### config.mk
export PLATFORM = sky130hd
export DESIGN_NAME = sipo_demux8_flat
export DESIGN_NICKNAME = d
export VERILOG_FILES = /design/src/rtl/sipo_demux8_pkg.sv /design/src/rtl/sipo_demux8_if.sv /design/src/rtl/sipo_demux8_bitwrite.sv /design/src/rtl/sipo_demux8.sv /design/src/flat_wrapper.sv
export SDC_FILE = /design/constraint.sdc
export NUM_CORES = 1
export LEC_CHECK = 0
export ABC_AREA = 1
export BUFFER_PORTS_ARGS = -buffer_cell sky130_fd_sc_hd__buf_2
export CORE_UTILIZATION = 53
export CTS_BUF_LIST = sky130_fd_sc_hd__clkbuf_16
export CTS_CLUSTER_DIAMETER = 40
export DETAILED_ROUTE_END_ITERATION = 7
export GPL_TIMING_DRIVEN = 0
export PLACE_DENSITY = 0.77
export REMOVE_ABC_BUFFERS = 1
export SLEW_MARGIN = 20
export SYNTH_ARGS = -nofsm -noshare
export SYNTH_HDL_FRONTEND = slang
export SYNTH_HIERARCHICAL = 1
export SYNTH_SLANG_ARGS = --single-unit
### constraint.sdc
create_clock -name clk -period 1.74 [get_ports clk]
set_clock_uncertainty 0.2 [all_clocks]
set_input_delay 0.174 -clock clk [delete_from_list [all_inputs] [get_ports clk]]
set_output_delay 0.174 -clock clk [all_outputs]
set_load 0.005 [all_outputs]
### src/rtl/sipo_demux8_pkg.sv
// Shared constants and state encoding for the 8-bit serial-in demux collector.
package sipo_demux8_pkg;
  localparam int WORD_W = 8;
  localparam int IDX_W  = 3;

  localparam logic [IDX_W-1:0] IDX_LAST = 3'd7;

  typedef enum logic [1:0] {
    ST_IDLE    = 2'd0,
    ST_COLLECT = 2'd1,
    ST_HOLD    = 2'd2
  } state_e;
endpackage

### src/rtl/sipo_demux8_if.sv
// Frame/bit/word handshake bundle between the serial source/word sink and the collector.
interface sipo_demux8_if;
  import sipo_demux8_pkg::*;

  logic              start;
  logic              din;
  logic              din_valid;
  logic              out_ready;
  logic [WORD_W-1:0] q;
  logic              q_valid;
  logic [IDX_W-1:0]  idx;
  logic              busy;
  logic              overrun;

  modport master (
    output start, din, din_valid, out_ready,
    input  q, q_valid, idx, busy, overrun
  );

  modport slave (
    input  start, din, din_valid, out_ready,
    output q, q_valid, idx, busy, overrun
  );
endinterface

### src/rtl/sipo_demux8_bitwrite.sv
// Index-to-one-hot write enable for the shadow word, the write-side mirror of an 8:1 mux select.
module demux8_bitwrite
  import sipo_demux8_pkg::*;
(
  input  logic [IDX_W-1:0]  sel,
  input  logic              en,
  output logic [WORD_W-1:0] we
);

  always_comb begin
    we = '0;
    if (en) we[sel] = 1'b1;
  end

endmodule

### src/rtl/sipo_demux8.sv
// Serial-in word collector: demuxes qualified bits into an 8-bit shadow, hands out full words.
//
// state      | meaning
// -----------+------------------------------------------------------------
// ST_IDLE    | no frame open; bits ignored until start
// ST_COLLECT | accepting bits into shadow[idx]
// ST_HOLD    | complete word on q, waiting for out_ready
module sipo_demux8
  import sipo_demux8_pkg::*;
(
  input  logic           clk,
  input  logic           rst,
  sipo_demux8_if.slave   bus
);

  state_e            state_q, state_d;
  logic [IDX_W-1:0]  idx_q, idx_d;
  logic [WORD_W-1:0] shadow_q, shadow_d;
  logic [WORD_W-1:0] q_q, q_d;
  logic              q_valid_q, q_valid_d;
  logic              overrun_q, overrun_d;

  logic              restart;
  logic              clr_shadow;
  logic              wr_en;
  logic [IDX_W-1:0]  wr_idx;
  logic [WORD_W-1:0] wr_we;

  always_comb begin
    state_d    = state_q;
    idx_d      = idx_q;
    q_d        = q_q;
    q_valid_d  = q_valid_q;
    overrun_d  = overrun_q;
    restart    = 1'b0;
    clr_shadow = 1'b0;
    wr_en      = 1'b0;
    wr_idx     = idx_q;

    case (state_q)
      ST_IDLE: begin
        if (bus.start) restart = 1'b1;
      end
      ST_COLLECT: begin
        if (bus.start) begin
          restart = 1'b1;
        end else if (bus.din_valid) begin
          wr_en = 1'b1;
          idx_d = idx_q + IDX_W'(1);
          if (idx_q == IDX_LAST) begin
            q_d       = {bus.din, shadow_q[WORD_W-2:0]};
            q_valid_d = 1'b1;
            state_d   = ST_HOLD;
          end
        end
      end
      ST_HOLD: begin
        if (bus.out_ready) begin
          q_valid_d = 1'b0;
          state_d   = ST_IDLE;
          if (bus.start) restart = 1'b1;
        end else if (bus.din_valid) begin
          overrun_d = 1'b1;
        end
      end
      default: state_d = ST_IDLE;
    endcase

    // A new frame always opens at index 0, optionally capturing its first bit this cycle.
    if (restart) begin
      state_d    = ST_COLLECT;
      clr_shadow = 1'b1;
      wr_idx     = '0;
      wr_en      = bus.din_valid;
      idx_d      = bus.din_valid ? IDX_W'(1) : '0;
    end
  end

  demux8_bitwrite u_bitwrite (
    .sel (wr_idx),
    .en  (wr_en),
    .we  (wr_we)
  );

  always_comb begin
    shadow_d = clr_shadow ? '0 : shadow_q;
    shadow_d = (shadow_d & ~wr_we) | ({WORD_W{bus.din}} & wr_we);
  end

  always_ff @(posedge clk) begin
    if (rst) begin
      state_q   <= ST_IDLE;
      idx_q     <= '0;
      shadow_q  <= '0;
      q_q       <= '0;
      q_valid_q <= 1'b0;
      overrun_q <= 1'b0;
    end else begin
      state_q   <= state_d;
      idx_q     <= idx_d;
      shadow_q  <= shadow_d;
      q_q       <= q_d;
      q_valid_q <= q_valid_d;
      overrun_q <= overrun_d;
    end
  end

  assign bus.q       = q_q;
  assign bus.q_valid = q_valid_q;
  assign bus.idx     = idx_q;
  assign bus.overrun = overrun_q;
  assign bus.busy    = (state_q == ST_COLLECT);

endmodule

### src/flat_wrapper.sv
// flat-port wrapper written by rule: the top's interface ports become plain ports
module sipo_demux8_flat import sipo_demux8_pkg::*;
  (clk, rst, bus_start, bus_din, bus_din_valid, bus_out_ready, bus_q, bus_q_valid, bus_idx, bus_busy, bus_overrun);
  sipo_demux8_if bus_i ();
  input  logic clk;
  input  logic rst;
  input wire logic [$bits(bus_i.start)-1:0] bus_start;
  input wire logic [$bits(bus_i.din)-1:0] bus_din;
  input wire logic [$bits(bus_i.din_valid)-1:0] bus_din_valid;
  input wire logic [$bits(bus_i.out_ready)-1:0] bus_out_ready;
  output wire logic [$bits(bus_i.q)-1:0] bus_q;
  output wire logic [$bits(bus_i.q_valid)-1:0] bus_q_valid;
  output wire logic [$bits(bus_i.idx)-1:0] bus_idx;
  output wire logic [$bits(bus_i.busy)-1:0] bus_busy;
  output wire logic [$bits(bus_i.overrun)-1:0] bus_overrun;
  assign bus_i.start = bus_start;
  assign bus_i.din = bus_din;
  assign bus_i.din_valid = bus_din_valid;
  assign bus_i.out_ready = bus_out_ready;
  assign bus_q = bus_i.q;
  assign bus_q_valid = bus_i.q_valid;
  assign bus_idx = bus_i.idx;
  assign bus_busy = bus_i.busy;
  assign bus_overrun = bus_i.overrun;
  sipo_demux8 u_core (.clk(clk), .rst(rst), .bus(bus_i));
endmodule
== After elaboration in Yosys (flattened, before gate mapping) ==
Cells that the tools add are included.
W data, S select, Z words.

* Word-level logic and storage cells: 72
* Bits in registers: 23

* Add/sub/neg operators: 1
* Muxes and demuxes: 29
* Bitwise gates (word level): 7
* Equal/unequal tests: 13
* Reductions and logical operators: 13
* Order comparisons: 2

{| class="wikitable"
|+ Operators by type and width
! operator !! count
|-
| $and A8 B8 Y8 || 2
|-
| $mux W8 || 2
|-
| $mux W3 || 5
|-
| $reduce_and A5 Y1 || 3
|-
| $mux W1 || 14
|-
| $ne A3 B2 Y1 const B || 3
|-
| $mux W2 || 4
|-
| $not A8 Y8 || 1
|-
| $or A8 B8 Y8 || 1
|-
| $ne A2 B1 Y1 const B || 3
|-
| $ne A2 B2 Y1 const B || 3
|-
| $pmux W2 S3 || 1
|-
| $reduce_and A3 Y1 || 2
|-
| $reduce_bool A2 Y1 || 3
|-
| $lt A3 B4 Y1 const B || 1
|-
| $pmux W1 S2 || 2
|-
| $reduce_and A4 Y1 || 1
|-
| $reduce_or A2 Y1 || 2
|-
| $add A3 B1 Y3 const B || 1
|-
| $demux W1 S3 || 1
|-
| $eq A3 B3 Y1 const B || 1
|-
| $ge A3 B1 Y1 const B || 1
|-
| $ne A3 B1 Y1 const B || 1
|-
| $not A1 Y1 || 3
|-
| other kinds (4) || 4
|}

== Longest topological paths before layout ==
Gate-level depths: netlist of the first run.

* Depth after elaboration: 12
* Depth in mapped cells: 12
* Depth with buffers taken out: 12

== Hierarchy ==
Netlist of the first run, hierarchy kept.

{| class="wikitable"
|+ Modules (own cells, without submodules)
! module !! cells each !! sequential area each (um^2) !! instances !! area each (um^2)
|-
| sipo_demux8 || 121 || 440.4 || 1 || 979.7
|-
| demux8_bitwrite || 17 || 0.0 || 1 || 63.8
|}

== Worst setup path after synthesis of the first run ==
Ideal clock, no wire load.

* Path kind: flip-flop to flip-flop
* From: register u_core.state_q[0]
* To: register u_core.shadow_q[6]
* Buffers on the path: 0
* Clock period less this slack: 1465 ps
* Stages on the path, launching flop included: 10
* Arrival time: 1143 ps
* Slack: 275 ps
* Required time: 1418 ps
* Library setup time: 122 ps
* Path through: dfxtp_1 -> inv_1 -> nand2_1 -> nand2_2 -> a21boi_1 -> nand2_1 -> nor2_1 -> inv_1 -> nand2_1 -> o22ai_1

* Cells in the longest elaborated chain, start to end: 12

{| class="wikitable"
|+ RTL lines
! item !! RTL line !! text
|-
| start, declared || sipo_demux8.sv:16 || <nowiki>state_e state_q, state_d;</nowiki>
|-
| start signal, assigned || sipo_demux8.sv:99 || <nowiki>state_q <= state_d;</nowiki>
|-
| $eq A2 B1 Y1 / $logic_not A2 Y1 (equally long branches) || sipo_demux8.sv:40 || <nowiki>case (state_q)</nowiki>
|-
| $reduce_or A2 Y1 (no line) || n/a ||
|-
| $pmux W1 S2 * || sipo_demux8.sv:40 ||
|-
| $mux W3 * || sipo_demux8.sv:70 || <nowiki>if (restart) begin</nowiki>
|-
| named net u_core.wr_idx[2] || sipo_demux8.sv:26 || <nowiki>logic [IDX_W-1:0] wr_idx;</nowiki>
|-
| $lt A3 B4 Y1 (implied by the code) / $ge A3 B1 Y1 (equally long branches) || sipo_demux8_bitwrite.sv:12 || <nowiki>if (en) we[sel] = 1'b1;</nowiki>
|-
| $logic_and A1 B1 Y1 (implied by the code) || sipo_demux8_bitwrite.sv:12 ||
|-
| $mux W1 (implied by the code) || sipo_demux8_bitwrite.sv:12 ||
|-
| $demux W1 S3 * || sipo_demux8_bitwrite.sv:12 ||
|-
| $mux W8 * || sipo_demux8_bitwrite.sv:12 ||
|-
| named net u_core.wr_we[6] || sipo_demux8.sv:27 || <nowiki>logic [WORD_W-1:0] wr_we;</nowiki>
|-
| $not A8 Y8 || sipo_demux8.sv:87 || <nowiki>shadow_d = (shadow_d & ~wr_we) | ({WORD_W{bus.din}} & wr_we);</nowiki>
|-
| $and A8 B8 Y8 || sipo_demux8.sv:87 ||
|-
| $or A8 B8 Y8 * || sipo_demux8.sv:87 ||
|-
| end signal, assigned || sipo_demux8.sv:101 || <nowiki>shadow_q <= shadow_d;</nowiki>
|-
| end, declared || sipo_demux8.sv:18 || <nowiki>logic [WORD_W-1:0] shadow_q, shadow_d;</nowiki>
|}

The timed path passes the listed nets; every way through them passes the cells marked *.
A chain may end at the register's enable or synchronous reset.

== Worst setup path after layout of the first run ==
* From: register u_core.state_q[0]
* To: register u_core.shadow_q[3]

The elaborated chain is that of the path after synthesis.

==> reports/metrics.csv, run 1 <==
metric,value,unit
status,"finished, final reports clean",
leakage,0.568,nW
clk_pin_slew,0.06,ns
clock_sinks,22,
max-cap-violations,0,
multi_input_area,509,um2
overflow,0,
fin_crit_sh,92.9,%
p_sw_share,19.7,%
slew_headroom,82.7,%
start_kind,flip-flop,
root_buffer,clkbuf_16,
arrival,1.56,ns
drive_above_1_share,33.5,%
num_io_pins,20,
clockBufferDepth,2,
wl,2030,um
max_freq,0.619,GHz
hold_violations,0,
chipHeight,46.3,um
die-width,46.3,um
seqPwrFrac,41.5,%
cts-buffers-inserted,3,
critPathCapture,u_core/shadow_q[3],
critPathCaptureType,flip-flop,
antenna_found_initial,0,
postCtsSetupBuffers,0,
crit_type,flip-flop to flip-flop,
fin_crit,1.62,ns
netlist_instances,137,
ir_worst_vdd,0.699,mV
worst_pin_slew,0.258,ns
grt_max_degree,15,
r2r_end,u_core/shadow_q[3],
p_int,0.997,mW
clock_latency,0.26,ns
initial_core_util,58.3,%
first_pass_iters,4,
reg2reg_depth,9,
cp_max_fo,5,
drc,0,
viasPerCell,4.94,
post-dp-hpwl,1360,um
cts_tree,yes,
r2r_slack,0.12,ns
coreArea,0.00178,mm2
p_clk_share,51.8,%
synth_area,0.00104,mm2
design_area,0.00130,mm2
min_delay_path_depth,3,
avgSynthCellArea,7.59,um2
rows,15,
finalMaxSlewViolations,0,
placed_area,0.00116,mm2
mostFrequentLayoutCells,"23 x nand2_1, 21 x dfxtp_1, 19 x buf_2, 17 x inv_1, 17 x nor2_2",
cp.required,1.68,ns
grt_pass1_wl,3200,um
power_frac_comb,6.6,%
power.switching,0.245,mW
gp_congestion,0.844,
syn2layout_area_growth,25.2,%
holdWs,0.0614,ns
power_density,954,mW/mm2
fin_setup_tns,0,ns
p_total,1.24,mW
vias,919,
numPortBuffers,19,
final-seq-area,442,um2
final_common_cell,nand2_1,
hold_path_class,primary input to flip-flop,
dieArea,0.00214,mm2
num-fill-cells,141,
setup_viol,0,
cts_max_level,1,
r2r-start,u_core/state_q[0],
grt_usage,21.2,%
grt_pass1_vias,746,
detail_route.wl_per_cell,10.9,um
crit_start,u_core/state_q[0],
drt_iter0_drc,20,
antenna_cells,0,
ys_warn_count,6,
postRouteAntennaNets,0,
nets,170,
-- area by class of cell --
cell class                      count  share of cell area [%]
Sequential cell                    22                    33.9
Inverter                           22                    7.60
Clock buffer                        3                    5.77
Multi-Input combinational cell     92                    39.1
Clock inverter                      1                    2.31
Timing Repair Buffer               21                    8.85
Tap cell                           25                    2.40
-- flip-flops by register name (all words and copies together) (netlist names) --
register	count
u_core/state_q	2
u_core/bus.q	8
u_core/bus.overrun	1
u_core/shadow_q	7
u_core/bus.q_valid	1
u_core/bus.idx	3
-- power by group through the flow --
stage	Clock, mW	Sequential, mW	Combinational (mW)
floorplan	0	0.526	0.0526
global placement	0	0.526	0.0734
detailed placement	0	0.526	0.0756
CTS	0.651	0.515	0.0802
global route	0.670	0.516	0.0921
finish	0.644	0.516	0.0824
-- per-stage QoR --
stage               std cells  util [%]  setup WS, ns
CTS                       186      72.2        0.0470
floorplan                 136         -         0.288
global route              186      73.0      -0.00756
detailed placement        180      65.2        0.0828
finish                    186      73.0         0.124
global placement          180      65.2         0.148
-- critical path, stage by stage, from the launching register on --
cell	delay, ns
dfxtp_2	0.37
inv_1	0.06
nand2_1	0.08
nand2_2	0.11
a21boi_1	0.21
nand2_1	0.14
nor2_1	0.14
inv_1	0.06
nand2_1	0.05
o22ai_1	0.06
-- worst min path at each step --
stage              start                end  slack (ns)
4_1_cts        bus_start  u_core/state_q[0]        0.08
5_1_grt        bus_start  u_core/state_q[0]        0.08
3_3_place_gp         rst  u_core/state_q[0]        0.16
2_1_floorplan        rst  u_core/state_q[0]        0.04
6_report       bus_start  u_core/state_q[0]        0.06
3_5_place_dp         rst  u_core/state_q[0]        0.17
-- layer usage --
metal | vias up | part of all wire [%] | global-route usage (%)
li1 | 478 | - | -
met2 | 23 | 47 | 34.1
met3 | 2 | 4.6 | 3.53
met1 | 416 | 48 | 27.1
met5 | - | 0 | 0
met4 | 0 | 1.0 | 10.6
-- timing repair --
item / in CTS / in global routing
hold buffers: 2 / 0
resized for setup: 0 / 4
endpoints found under the hold margin: 3 / 0
setup endpoints to repair: 0 / 7
Power figures use the tool's default switching activity.
==> run 2: changes to the inputs <==
--- a/config.mk
+++ b/config.mk
@@ -12,9 +12,9 @@
 export CTS_CLUSTER_DIAMETER = 40
 export DETAILED_ROUTE_END_ITERATION = 7
 export GPL_TIMING_DRIVEN = 0
-export PLACE_DENSITY = 0.77
+export PLACE_DENSITY = 0.85
 export REMOVE_ABC_BUFFERS = 1
-export SLEW_MARGIN = 20
+export SLEW_MARGIN = 40
 export SYNTH_ARGS = -nofsm -noshare
 export SYNTH_HDL_FRONTEND = slang
 export SYNTH_HIERARCHICAL = 1
==> reports/metrics.csv, run 2 (synthesis results as in run 1) <==
metric,value,unit
status,"finished, final reports clean",
r2r-start,u_core/state_q[1],
clock_latency,0.25,ns
grt_usage,22.0,%
syn2layout_area_growth,23.1,%
r2r_slack,0.16,ns
cp_slowest_cell,dfxtp_1,
cpPeakStageDelay,0.35,ns
hold_path_class,primary input to flip-flop,
rows,15,
hold_violations,0,
vias,923,
coreArea,0.00178,mm2
root_buffer,clkbuf_16,
critPathMostFrequentCell,nand2_1,
p_total,1.06,mW
fin_crit,1.58,ns
clockBufferDepth,2,
min_delay_path_depth,3,
drive_above_1_share,35.0,%
worst_hold_path.endpoint,u_core/bus.q[7],
power_density,826,mW/mm2
cts-buffers-inserted,3,
max-cap-violations,0,
num-fill-cells,150,
critPathCaptureType,flip-flop,
r2r_end,u_core/shadow_q[6],
wl,2040,um
clock_sinks,22,
drc,0,
gp_congestion,0.834,
cts_max_level,1,
antenna_cells,0,
numPortBuffers,19,
viasPerCell,4.99,
grt_pass1_wl,3340,um
antenna_found_initial,0,
chipHeight,46.3,um
finalMaxSlewViolations,0,
postRouteAntennaNets,0,
mostFrequentLayoutCells,"22 x nand2_1, 21 x dfxtp_1, 19 x buf_2, 17 x inv_1, 17 x nor2_2",
slew_headroom,84.4,%
nets,170,
detail_route.wl_per_cell,11.0,um
clk_pin_slew,0.05,ns
rsz0062_at_grt,no,
leakage,0.562,nW
dieArea,0.00214,mm2
cp.required,1.67,ns
final_common_cell,nand2_1,
overflow,0,
fin_setup_tns,0,ns
largest_register_ffs,8,
crit_type,flip-flop to flip-flop,
drt_iter0_drc,19,
max_freq,0.633,GHz
reg2reg_depth,10,
cp_max_fo,5,
first_pass_iters,4,
post-dp-hpwl,1470,um
num_io_pins,20,
grt_pass1_vias,827,
grt_max_degree,15,
arrival,1.51,ns
worst_pin_slew,0.233,ns
initial_core_util,58.3,%
cts_tree,yes,
fin_crit_sh,90.8,%
die-width,46.3,um
setup_viol,0,
start_kind,flip-flop,
worstHoldStart,bus_din,
critical_path.cell_chain,inv_2 -> nand2_2 -> nor2_8 -> inv_2 -> nand2_1 -> nand2_1 -> nor2_1 -> inv_1 -> nand2_1 -> o22ai_1,
ir_worst_vdd,0.569,mV
[run 2: final cells by class]
cell class | count | area [um2] | area share (%)
clock buffers | 3 | 75.1 | 5.87
repair buffers | 21 | 113 | 8.80
inverters | 22 | 98.8 | 7.72
flip-flops and latches | 22 | 442 | 34.5
well taps | 25 | 31.3 | 2.44
multi-input cells | 92 | 520 | 40.7
[run 2: how the worst max path moves through the flow]
stage	to	startpoint	slack, ns
after floorplan	u_core/shadow_q[0]	u_core/state_q[0]	0.29
after global placement	u_core/shadow_q[2]	u_core/state_q[0]	0.15
after detailed placement	u_core/shadow_q[0]	u_core/state_q[0]	0.08
after CTS	u_core/shadow_q[0]	u_core/state_q[0]	0.06
after global routing	u_core/shadow_q[1]	u_core/state_q[0]	0.02
final	u_core/shadow_q[6]	u_core/state_q[1]	0.16
[run 2: power breakdown]
part,internal [mW],total (mW),switching (mW)
registers,0.511,0.516,0.00525
clock network,0.302,0.457,0.155
logic,0.0306,0.0846,0.0540
total,0.843,1.06,0.214
[run 2: critical path: cells and delay by family (launching register included)]
family                 cells  cell delay (ns)
flip-flops                 1             0.35
AND/OR/NAND/NOR            6             0.63
AO/OA/AOI/OAI              1             0.07
buffers and inverters      3             0.21
[run 2: routing by layer]
metal | vias up | global-route usage [%] | routed length, um
met3 | 2 | 3.53 | 74
li1 | 482 | - | -
met4 | 0 | 9.41 | 10
met1 | 420 | 27.6 | 887
met5 | - | 0 | 0
met2 | 19 | 36.9 | 1070
[run 2: stage by stage]
step / area (um2) / utilization [%] / hold slack [ns] / cells / setup WS [ns]
2_1_floorplan: 1040 / - / 0.0431 / 136 / 0.288
3_3_place_gp: 1160 / 65.2 / 0.161 / 180 / 0.147
4_1_cts: 1250 / 70.0 / 0.0177 / 184 / 0.0560
6_report: 1280 / 71.8 / 0.0179 / 185 / 0.159
3_5_place_dp: 1160 / 65.2 / 0.163 / 180 / 0.0843
5_1_grt: 1280 / 71.8 / 0.0233 / 185 / 0.0194
[run 2: repair_timing]
action / in CTS / in global routing
setup endpoints to repair: 0 / 7
hold endpoints to repair: 2 / 0
hold buffers: 1 / 0
resized for setup: 0 / 7
setup buffers: 0 / 1
==> run 3: changes to the inputs <==
--- a/config.mk
+++ b/config.mk
@@ -7,12 +7,14 @@
 export LEC_CHECK = 0
 export ABC_AREA = 1
 export BUFFER_PORTS_ARGS = -buffer_cell sky130_fd_sc_hd__buf_2
+export CAP_MARGIN = 15
 export CORE_UTILIZATION = 53
 export CTS_BUF_LIST = sky130_fd_sc_hd__clkbuf_16
 export CTS_CLUSTER_DIAMETER = 40
 export DETAILED_ROUTE_END_ITERATION = 7
 export GPL_TIMING_DRIVEN = 0
 export PLACE_DENSITY = 0.85
+export RECOVER_POWER = 25
 export REMOVE_ABC_BUFFERS = 1
 export SLEW_MARGIN = 40
 export SYNTH_ARGS = -nofsm -noshare
==> reports/metrics.csv, run 3 (synthesis results as in run 1) <==
metric,value,unit
holdWs,0.0143,ns
viasPerCell,5.02,
fin_setup_tns,0,ns
path_depth,10,
antenna_cells,0,
pre_cts_slack,0.0843,ns
cp_max_fo,5,
dieArea,0.00214,mm2
postRouteAntennaNets,0,
crit_type,flip-flop to flip-flop,
cp_num_buf_inv,3,
critPathCaptureType,flip-flop,
numPortBuffers,19,
grt_pass1_vias,827,
clk_pin_slew,0.05,ns
coreArea,0.00178,mm2
setup_viol,0,
clock_sinks,22,
syn2layout_area_growth,22.4,%
mostFrequentLayoutCells,"22 x nand2_1, 21 x dfxtp_1, 17 x inv_1, 17 x nor2_2, 15 x nor2_1",
gp_congestion,0.834,
utilization,71.4,%
cpPeakStageDelay,0.35,ns
ir_worst_vdd,0.569,mV
instances_no_fill,185,
min_delay_path_depth,3,
largest_register_ffs,8,
cp_slowest_cell,dfxtp_1,
chipHeight,46.3,um
cts_tree,yes,
slew_headroom,84.4,%
drive_above_1_share,31.3,%
worst_pin_slew,0.234,ns
leakage,0.535,nW
finalMaxSlewViolations,0,
root_buffer,clkbuf_16,
cts_max_level,1,
arrival,1.50,ns
drt_iter0_drc,19,
hold_path_class,primary input to flip-flop,
power_density,830,mW/mm2
rows,15,
placed_area,0.00116,mm2
critical_path.top_delay_family,simple AND/OR/NAND/NOR gates,
clockBufferDepth,2,
wl,2050,um
hold_violations,0,
status,"finished, final reports clean",
antenna_found_initial,0,
setup_ws,0.166,ns
die-width,46.3,um
nets,170,
initial_core_util,58.3,%
dpl.cell_count,180,
p_total,1.06,mW
vias,928,
cts-buffers-inserted,3,
fin_crit_sh,90.5,%
grt_usage,22.0,%
critPathMostFrequentCell,nand2_1,
cp.required,1.67,ns
num_io_pins,20,
fin_crit,1.57,ns
rsz0062_at_grt,no,
reg2reg_depth,10,
post-dp-hpwl,1470,um
overflow,0,
num-fill-cells,156,
critical_path.cell_chain,inv_2 -> nand2_2 -> nor2_8 -> inv_2 -> nand2_1 -> nand2_1 -> nor2_1 -> inv_1 -> nand2_1 -> o22ai_1,
max-cap-violations,0,
first_pass_iters,4,
detail_route.wl_per_cell,11.1,um
max_freq,0.635,GHz
grt_max_degree,15,
design_area,0.00127,mm2
final_common_cell,nand2_1,
drc,0,
clock_latency,0.25,ns
start_kind,flip-flop,
grt_pass1_wl,3340,um
run 3: changes by cell type in the layout (fill, tap and decap cells not counted), sizes merged:
cell,delta
buf,-6
clkbuf,+6
run 3: report_power, final:
group / switching [mW] / total, mW / internal (mW)
Sequential: 0.00525 / 0.516 / 0.511
Clock: 0.154 / 0.456 / 0.302
Combinational: 0.0539 / 0.0845 / 0.0306
Total: 0.213 / 1.06 / 0.843
run 3: tightest hold or removal path: stages:
cell and delay (ns):
buf_2 0.09, o21ai_1 0.08, nor2_2 0.08
run 3: cell type report:
type	instances	area, um2	area share, %
multi-input combinational	92	520	40.9
tap	25	31.3	2.46
inverter	22	98.8	7.77
sequential	22	442	34.7
timing repair buffer	21	105	8.26
clock buffer	3	75.1	5.90
run 3: routing by layer:
layer  wire length, um  share of wire, %  vias to the layer above  GRT usage, %
li1                  -                 -                      485             -
met1               881                43                      418          27.6
met2              1070                52                       21          36.9
met3                81               4.0                        4          3.53
met4                14              0.68                        0          9.41
met5                 0                 0                        -             0
run 3: path summary, 6_finish.rpt:
check                startpoint                 end  slack (ns)
max           u_core/state_q[1]  u_core/shadow_q[6]        0.17
min                     bus_din     u_core/bus.q[7]        0.01
max reg2reg   u_core/state_q[1]  u_core/shadow_q[6]        0.17
min reg2reg  u_core/bus.overrun  u_core/bus.overrun        0.27
run 3: repair_timing:
action | in CTS | in global routing
endpoints found under the hold margin | 2 | 0
setup buffers | 0 | 1
resized for setup | 0 | 7
endpoints found under the setup margin | 0 | 7
hold buffers | 1 | 0
